**config.mk**
```make
export PLATFORM = sky130hd
export DESIGN_NAME = pc_sequencer
export DESIGN_NICKNAME = d
export VERILOG_FILES = /design/src/rtl/pc_sequencer.sv
export SDC_FILE = /design/constraint.sdc
export NUM_CORES = 1
export LEC_CHECK = 0
export ABC_CLOCK_PERIOD_IN_PS = 5900
export CORE_UTILIZATION = 30
export DETAILED_ROUTE_END_ITERATION = 8
export PLACE_DENSITY = 0.55
export SLEW_MARGIN = 25
export SYNTH_ARGS = -nofsm -noshare
export SYNTH_HDL_FRONTEND = slang
export SYNTH_SLANG_ARGS = --single-unit
```
**constraint.sdc**
```tcl
create_clock -name CLK -period 5.9 [get_ports CLK]
set_input_delay 1.18 -clock CLK [delete_from_list [all_inputs] [get_ports CLK]]
set_output_delay 1.18 -clock CLK [all_outputs]
set_load 0.01 [all_outputs]
```
**src/rtl/pc_sequencer.sv**
```systemverilog
// pc_sequencer: registered program counter for the LEGv8 core.
//
// Holds the architectural PC and computes the next PC each cycle from the
// sequential, PC-relative, register and return-address-stack sources.
// A circular return-address stack (RAS) is pushed by BL and popped by RET.
//
// Optional build macro: PC_SEQUENCER_PERF_EN
//   defined   -> PerfTaken / PerfRetired are live 32-bit counters
//   undefined -> both outputs are tied to zero and no counter flops exist
module pc_sequencer #(
    parameter int          AW        = 64,
    parameter logic [63:0] RESET_PC  = 64'h0,
    parameter int          IMM_SHIFT = 2,
    parameter int          RAS_DEPTH = 4
) (
    input  logic                       CLK,
    input  logic                       Reset,
    input  logic                       Stall,
    input  logic                       Branch,
    input  logic                       BranchNonZero,
    input  logic                       ALUZero,
    input  logic                       Uncondbranch,
    input  logic                       Link,
    input  logic                       RegBranch,
    input  logic                       Ret,
    input  logic [AW-1:0]              SignExtImm,
    input  logic [AW-1:0]              RegTarget,
    output logic [AW-1:0]              CurrentPC,
    output logic [AW-1:0]              NextPC,
    output logic                       BranchTaken,
    output logic [$clog2(RAS_DEPTH):0] RasCount,
    output logic                       RasUnderflow,
    output logic [31:0]                PerfTaken,
    output logic [31:0]                PerfRetired
);

    // Pointer indexes the next free RAS slot; count needs one extra bit
    // so that a full stack (RAS_DEPTH entries) is representable.
    localparam int PW = $clog2(RAS_DEPTH);
    localparam int CW = PW + 1;

    localparam logic [AW-1:0] RESET_PC_AW = RESET_PC[AW-1:0];
    localparam logic [CW-1:0] RAS_FULL    = CW'(RAS_DEPTH);
    localparam logic [CW-1:0] RAS_EMPTY   = '0;

    // Which value feeds NextPC this cycle.
    typedef enum logic [1:0] {
        SRC_SEQ = 2'd0,
        SRC_RAS = 2'd1,
        SRC_REG = 2'd2,
        SRC_REL = 2'd3
    } src_e;

    // What the winning instruction asks of the return-address stack.
    typedef enum logic [1:0] {
        RAS_IDLE = 2'd0,
        RAS_PUSH = 2'd1,
        RAS_POP  = 2'd2
    } ras_op_e;

    logic [AW-1:0] pc_q, pc_d;
    logic [PW-1:0] ptr_q, ptr_d;
    logic [CW-1:0] cnt_q, cnt_d;
    logic          unf_q, unf_d;

    logic [AW-1:0] ras_mem [RAS_DEPTH];

    logic [AW-1:0] seq_pc;
    logic [AW-1:0] rel_pc;
    logic [AW-1:0] ras_top;
    logic [AW-1:0] next_pc;
    logic          cond_met;
    logic          push_en;
    src_e          src;
    ras_op_e       ras_op;

    // Candidate targets; all arithmetic wraps silently at 2^AW.
    always_comb begin
        seq_pc   = pc_q + AW'(4);
        rel_pc   = pc_q + (SignExtImm << IMM_SHIFT);
        ras_top  = ras_mem[ptr_q - PW'(1)];
        cond_met = Branch & (ALUZero ^ BranchNonZero);
    end

    // Priority decode: Ret > RegBranch > Link/Uncondbranch > taken Branch > Seq.
    always_comb begin
        src    = SRC_SEQ;
        ras_op = RAS_IDLE;
        if (Ret) begin
            // An empty stack falls back to the register value (X30).
            src    = (cnt_q != RAS_EMPTY) ? SRC_RAS : SRC_REG;
            ras_op = RAS_POP;
        end else if (RegBranch) begin
            src = SRC_REG;
        end else if (Link) begin
            src    = SRC_REL;
            ras_op = RAS_PUSH;
        end else if (Uncondbranch) begin
            src = SRC_REL;
        end else if (cond_met) begin
            src = SRC_REL;
        end
    end

    // Next-PC mux; BranchTaken flags any redirect even if it equals Seq.
    always_comb begin
        next_pc = seq_pc;
        case (src)
            SRC_RAS: next_pc = ras_top;
            SRC_REG: next_pc = RegTarget;
            SRC_REL: next_pc = rel_pc;
            default: next_pc = seq_pc;
        endcase
        NextPC      = next_pc;
        BranchTaken = (src != SRC_SEQ);
    end

    // Next-state for PC and stack bookkeeping; Stall freezes everything.
    always_comb begin
        pc_d    = pc_q;
        ptr_d   = ptr_q;
        cnt_d   = cnt_q;
        unf_d   = unf_q;
        push_en = 1'b0;
        if (!Stall) begin
            pc_d = next_pc;
            case (ras_op)
                RAS_PUSH: begin
                    // When full, the pointer wraps onto the oldest entry
                    // and the count saturates.
                    push_en = 1'b1;
                    ptr_d   = ptr_q + PW'(1);
                    if (cnt_q != RAS_FULL) begin
                        cnt_d = cnt_q + CW'(1);
                    end
                end
                RAS_POP: begin
                    if (cnt_q != RAS_EMPTY) begin
                        ptr_d = ptr_q - PW'(1);
                        cnt_d = cnt_q - CW'(1);
                    end else begin
                        unf_d = 1'b1;
                    end
                end
                default: ;
            endcase
        end
    end

    // State register; synchronous reset overrides Stall and all redirects.
    always_ff @(posedge CLK) begin
        if (Reset) begin
            pc_q  <= RESET_PC_AW;
            ptr_q <= '0;
            cnt_q <= '0;
            unf_q <= 1'b0;
        end else begin
            pc_q  <= pc_d;
            ptr_q <= ptr_d;
            cnt_q <= cnt_d;
            unf_q <= unf_d;
        end
    end

    // RAS storage: one write-enabled register per slot, no reset needed
    // since entries above the count are never read as valid.
    generate
        for (genvar gi = 0; gi < RAS_DEPTH; gi++) begin : g_ras
            // Capture the return address into the slot under the pointer.
            always_ff @(posedge CLK) begin
                if (!Reset && push_en && (ptr_q == PW'(gi))) begin
                    ras_mem[gi] <= seq_pc;
                end
            end
        end
    endgenerate

    assign CurrentPC    = pc_q;
    assign RasCount     = cnt_q;
    assign RasUnderflow = unf_q;

`ifdef PC_SEQUENCER_PERF_EN
    logic [31:0] perf_taken_q, perf_taken_d;
    logic [31:0] perf_retired_q, perf_retired_d;

    // Count every non-stalled cycle, and the redirects among them.
    always_comb begin
        perf_taken_d   = perf_taken_q;
        perf_retired_d = perf_retired_q;
        if (!Stall) begin
            perf_retired_d = perf_retired_q + 32'd1;
            if (BranchTaken) begin
                perf_taken_d = perf_taken_q + 32'd1;
            end
        end
    end

    // Counter registers, cleared by reset, wrapping at 2^32.
    always_ff @(posedge CLK) begin
        if (Reset) begin
            perf_taken_q   <= '0;
            perf_retired_q <= '0;
        end else begin
            perf_taken_q   <= perf_taken_d;
            perf_retired_q <= perf_retired_d;
        end
    end

    assign PerfTaken   = perf_taken_q;
    assign PerfRetired = perf_retired_q;
`else
    assign PerfTaken   = 32'd0;
    assign PerfRetired = 32'd0;
`endif

endmodule

```
==> results.md <==
- Outcome: finished clean
- Flop pwr share: 37.7%
- Global-route wire length before repair: 109100 um
- Clock Skews: 16.32 ps
- Total routed wirelength: 76360 um
- Multi-input gate area: 0.009535 sq mm
- Setup Crit Path Kind: input pin to output pin
- CP endpoint kind: output pin
- Max Cap Viol: 0
- Final Setup Violations: 0
- Critical path arrival: 4640 ps
- Clock Tree Buf Depth: 3
- Sequential area share after synthesis: 47.76%
- Layout Nets: 2372
- R2r endpoint: CurrentPC[62]
- Slew headroom: 36.00%
- Area share of the largest cell type after synthesis: 40.39%
- CP required: 4720 ps
- CTS Root Cell: clkbuf_16
- Leak Pwr: 0.009603 uW
- Placer Congestion: 0.9467
- GRT overflow: 0
- Core area: 0.06217 sq mm
- Post-synth ARST share: 0%
- CTS buffer count: 39
- Hold path start: RasUnderflow
- Syn avg cell area: 11.05 sq um
- Starting Density: 30.61%
- Number of flops mapped to enable cells by yosys: 256
- Vias per Instance: 5.368
- Peak supply drop: 0.1797 mV
- Initial antenna violation count: 1
- Register clock-pin slew on the reported worst setup and hold paths: 60 ps
- Hold slack: 473.1 ps
- Total GRT Usage: 23.29%
- Syn Inst Count: 1722
- Top_reg_cell synth: edfxtp_1
- Core Util, Final: 41.27%
- Placed Area: 0.02390 sq mm
- FF-to-FF setup slack: 2110 ps
- Cell area after layout: 0.02566 sq mm
- DRT antenna net count: 0
- Die area: 0.06445 sq mm
- Synth area leader: edfxtp_1
- Clock power frac: 33.8%
- Worst hold endpoint: RasUnderflow
- Crit Path Max Fanout: 5
- Number of global-route vias before repair: 16410
- Slew Limit Fails: 0
- Final worst path period need: 5824 ps
- Row count: 91
- Endpoints failing hold: 0
- Synth area leaders: edfxtp_1 (40%), mux4_2 (7.6%), dfxtp_1 (7.4%)
- Peak Freq: 0.1717 GHz
- Ratio of cells with drive above 1 in the final layout: 21.36%
- Worst skew pair latency: 570 ps
- CP Launch Type: input pin
- Power density cells: 274.9 mW/mm^2
- I/O pins: 335
- Routed wire per std cell: 25.17 um
- Port Buffers: 268
- DRC violations left: 0
- TritonRoute pass-1 iters: 6
- R2r startpoint: CurrentPC[3]
- Die height: 253.9 um
- Net Sw Frac: 31.18%
- Gate power share: 28.5%
- Fillers: 6079
- HP Class: register to register
- Hold Buf Count CTS: 0
- Period utilization: 98.72%
- Area of the mapped netlist: 0.01903 sq mm
- #FFs+latches synth: 326
- Die width: 253.9 um
- PnR worst setup slack: 75.81 ps
- R2r worst-path depth: 11
- Area growth syn-to-layout: 34.81%
- Actual slew at the worst max-slew pin: 960.0 ps
- Final HPWL DP: 54380 um
- First DRT Iteration DRCs: 1284
- NetSw: 2199 uW
- Pin count of the biggest net entering global routing: 65
- CTS Sinks: 326
- Vias: 16280
- TritonCTS clock tree: built
- Hold depth: 2
- Yosys cell types: 92
- Cell internal pwr: 4854 uW
- CTS H-tree lvls: 2
- Post-Place Worst Slack: -631.8 ps
- Flip-flop and latch area: 0.009092 sq mm
- Synth warn: 0
- Antenna Cells: 0
## critical path, stage by stage
cell	delay [ps]
clkdlybuf4s50_1	440
ha_1	380
buf_4	170
nand3_1	70
o22ai_1	110
o41ai_2	250
buf_4	170
o221ai_1	150
a31oi_4	300
o31ai_1	130
buf_4	170
o22ai_2	230
a21oi_1	110
buf_4	160
mux2i_1	200
a21oi_1	110
dlygate4sd2_1	300
## worst max-delay path by stage
stage                        start    endpoint  slack [ps]  cells past startpoint
detailed placement   SignExtImm[0]  NextPC[48]        -630                     14
CTS                  SignExtImm[0]  NextPC[38]           2                     15
floorplan            SignExtImm[0]  NextPC[56]         790                     12
finish              SignExtImm[17]  NextPC[63]          80                     17
global placement     SignExtImm[0]  NextPC[56]        -610                     13
global route         SignExtImm[7]  NextPC[32]          -4                     15
## synthesized netlist by cell type (5+ instances only)
master	count
nand4_1	33
nor2_1	135
buf_2	5
a22oi_1	7
nand3_1	53
a211oi_1	17
and4_1	7
o21bai_1	18
buf_6	7
nand2_1	144
edfxtp_1	256
a22o_1	8
ha_1	66
mux4_2	64
o21ai_0	77
buf_1	8
o21a_1	19
o22ai_1	8
mux2i_1	20
o31ai_1	13
o211ai_1	7
a222oi_1	8
a21oi_1	133
a21o_1	25
or3_1	7
o2bb2ai_1	5
a211o_1	6
nand2b_1	8
buf_4	73
a31oi_1	9
and2_1	9
dfxtp_1	70
and3_1	30
clkbuf_1	57
a221o_1	7
o21ai_1	5
nor3_1	16
inv_1	46
a311oi_1	6
xnor2_1	83
a32oi_1	6
a221oi_1	14
xor2_1	33
## cell families after synthesis
kind of cell / after synthesis / synth area share (%)
buffers and inverters: 207 / 5.983
adder cells (fa/ha/maj): 68 / 4.550
AND/OR/NAND/NOR: 472 / 11.89
XOR/XNOR: 116 / 5.339
AO/OA/AOI/OAI: 447 / 15.77
flip-flops: 326 / 47.76
other: 1 / 0.01970
multiplexers: 85 / 8.685
## through the flow
step,power (uW),cells,setup TNS (ps)
4_1_cts,7070,3031,0
3_3_place_gp,4637,2957,-10400
5_1_grt,7325,3033,-3.638
2_1_floorplan,3679,1785,0
3_5_place_dp,4647,2957,-10270
6_report,7052,3033,0
## sequential cells by signal, indices dropped and copies added (netlist names)
signal and cells:
RasUnderflow 1, CurrentPC 64, ptr_q 2, RasCount 3, ras_mem 256
## power groups by stage
stage | Clock (uW) | Combinational (uW) | Sequential (uW)
CTS | 2440 | 1970 | 2660
finish | 2390 | 2010 | 2660
global placement | 0 | 1940 | 2700
detailed placement | 0 | 1940 | 2700
global route | 2510 | 2150 | 2670
floorplan | 0 | 997 | 2680
## metal layers
layer / track usage, % / wire (um) / vias to the layer above
met5: 0 / 0 / -
met4: 6.248 / 2006 / 0
met1: 30.55 / 32380 / 8095
li1: - / - / 7323
met3: 4.118 / 5495 / 123
met2: 39.34 / 36480 / 740
## timing repair
item,4_1_cts,5_1_grt
hold endpoints to repair,0,0
pin swaps,23,21
gates resized for setup,74,60
setup buffers,3,2
gates cloned,0,0
setup endpoints to repair,41,30
## layout by cell type, fill, tap and decap left out, types with 64 or more instances in the layout
cell	Yosys	layout
edfxtp_1	256	256
clkdlybuf4s50_1	0	229
buf_4	73	222
nand2_1	144	142
nor2_1	135	127
a21oi_1	133	121
xnor2_1	83	82
dfxtp_1	70	69
o21ai_0	77	65
mux4_2	64	64
conb_1	1	64
## area by class of cell
class	instances	area share [%]
Clock buffer	46	4.067
Inverter	48	0.7023
Sequential cell	326	35.44
Timing Repair Buffer	499	17.69
Multi-Input combinational cell	1252	37.17
Clock inverter	25	0.8486
Tap cell	837	4.082
No activity file was read; power rests on OpenSTA's default activity.
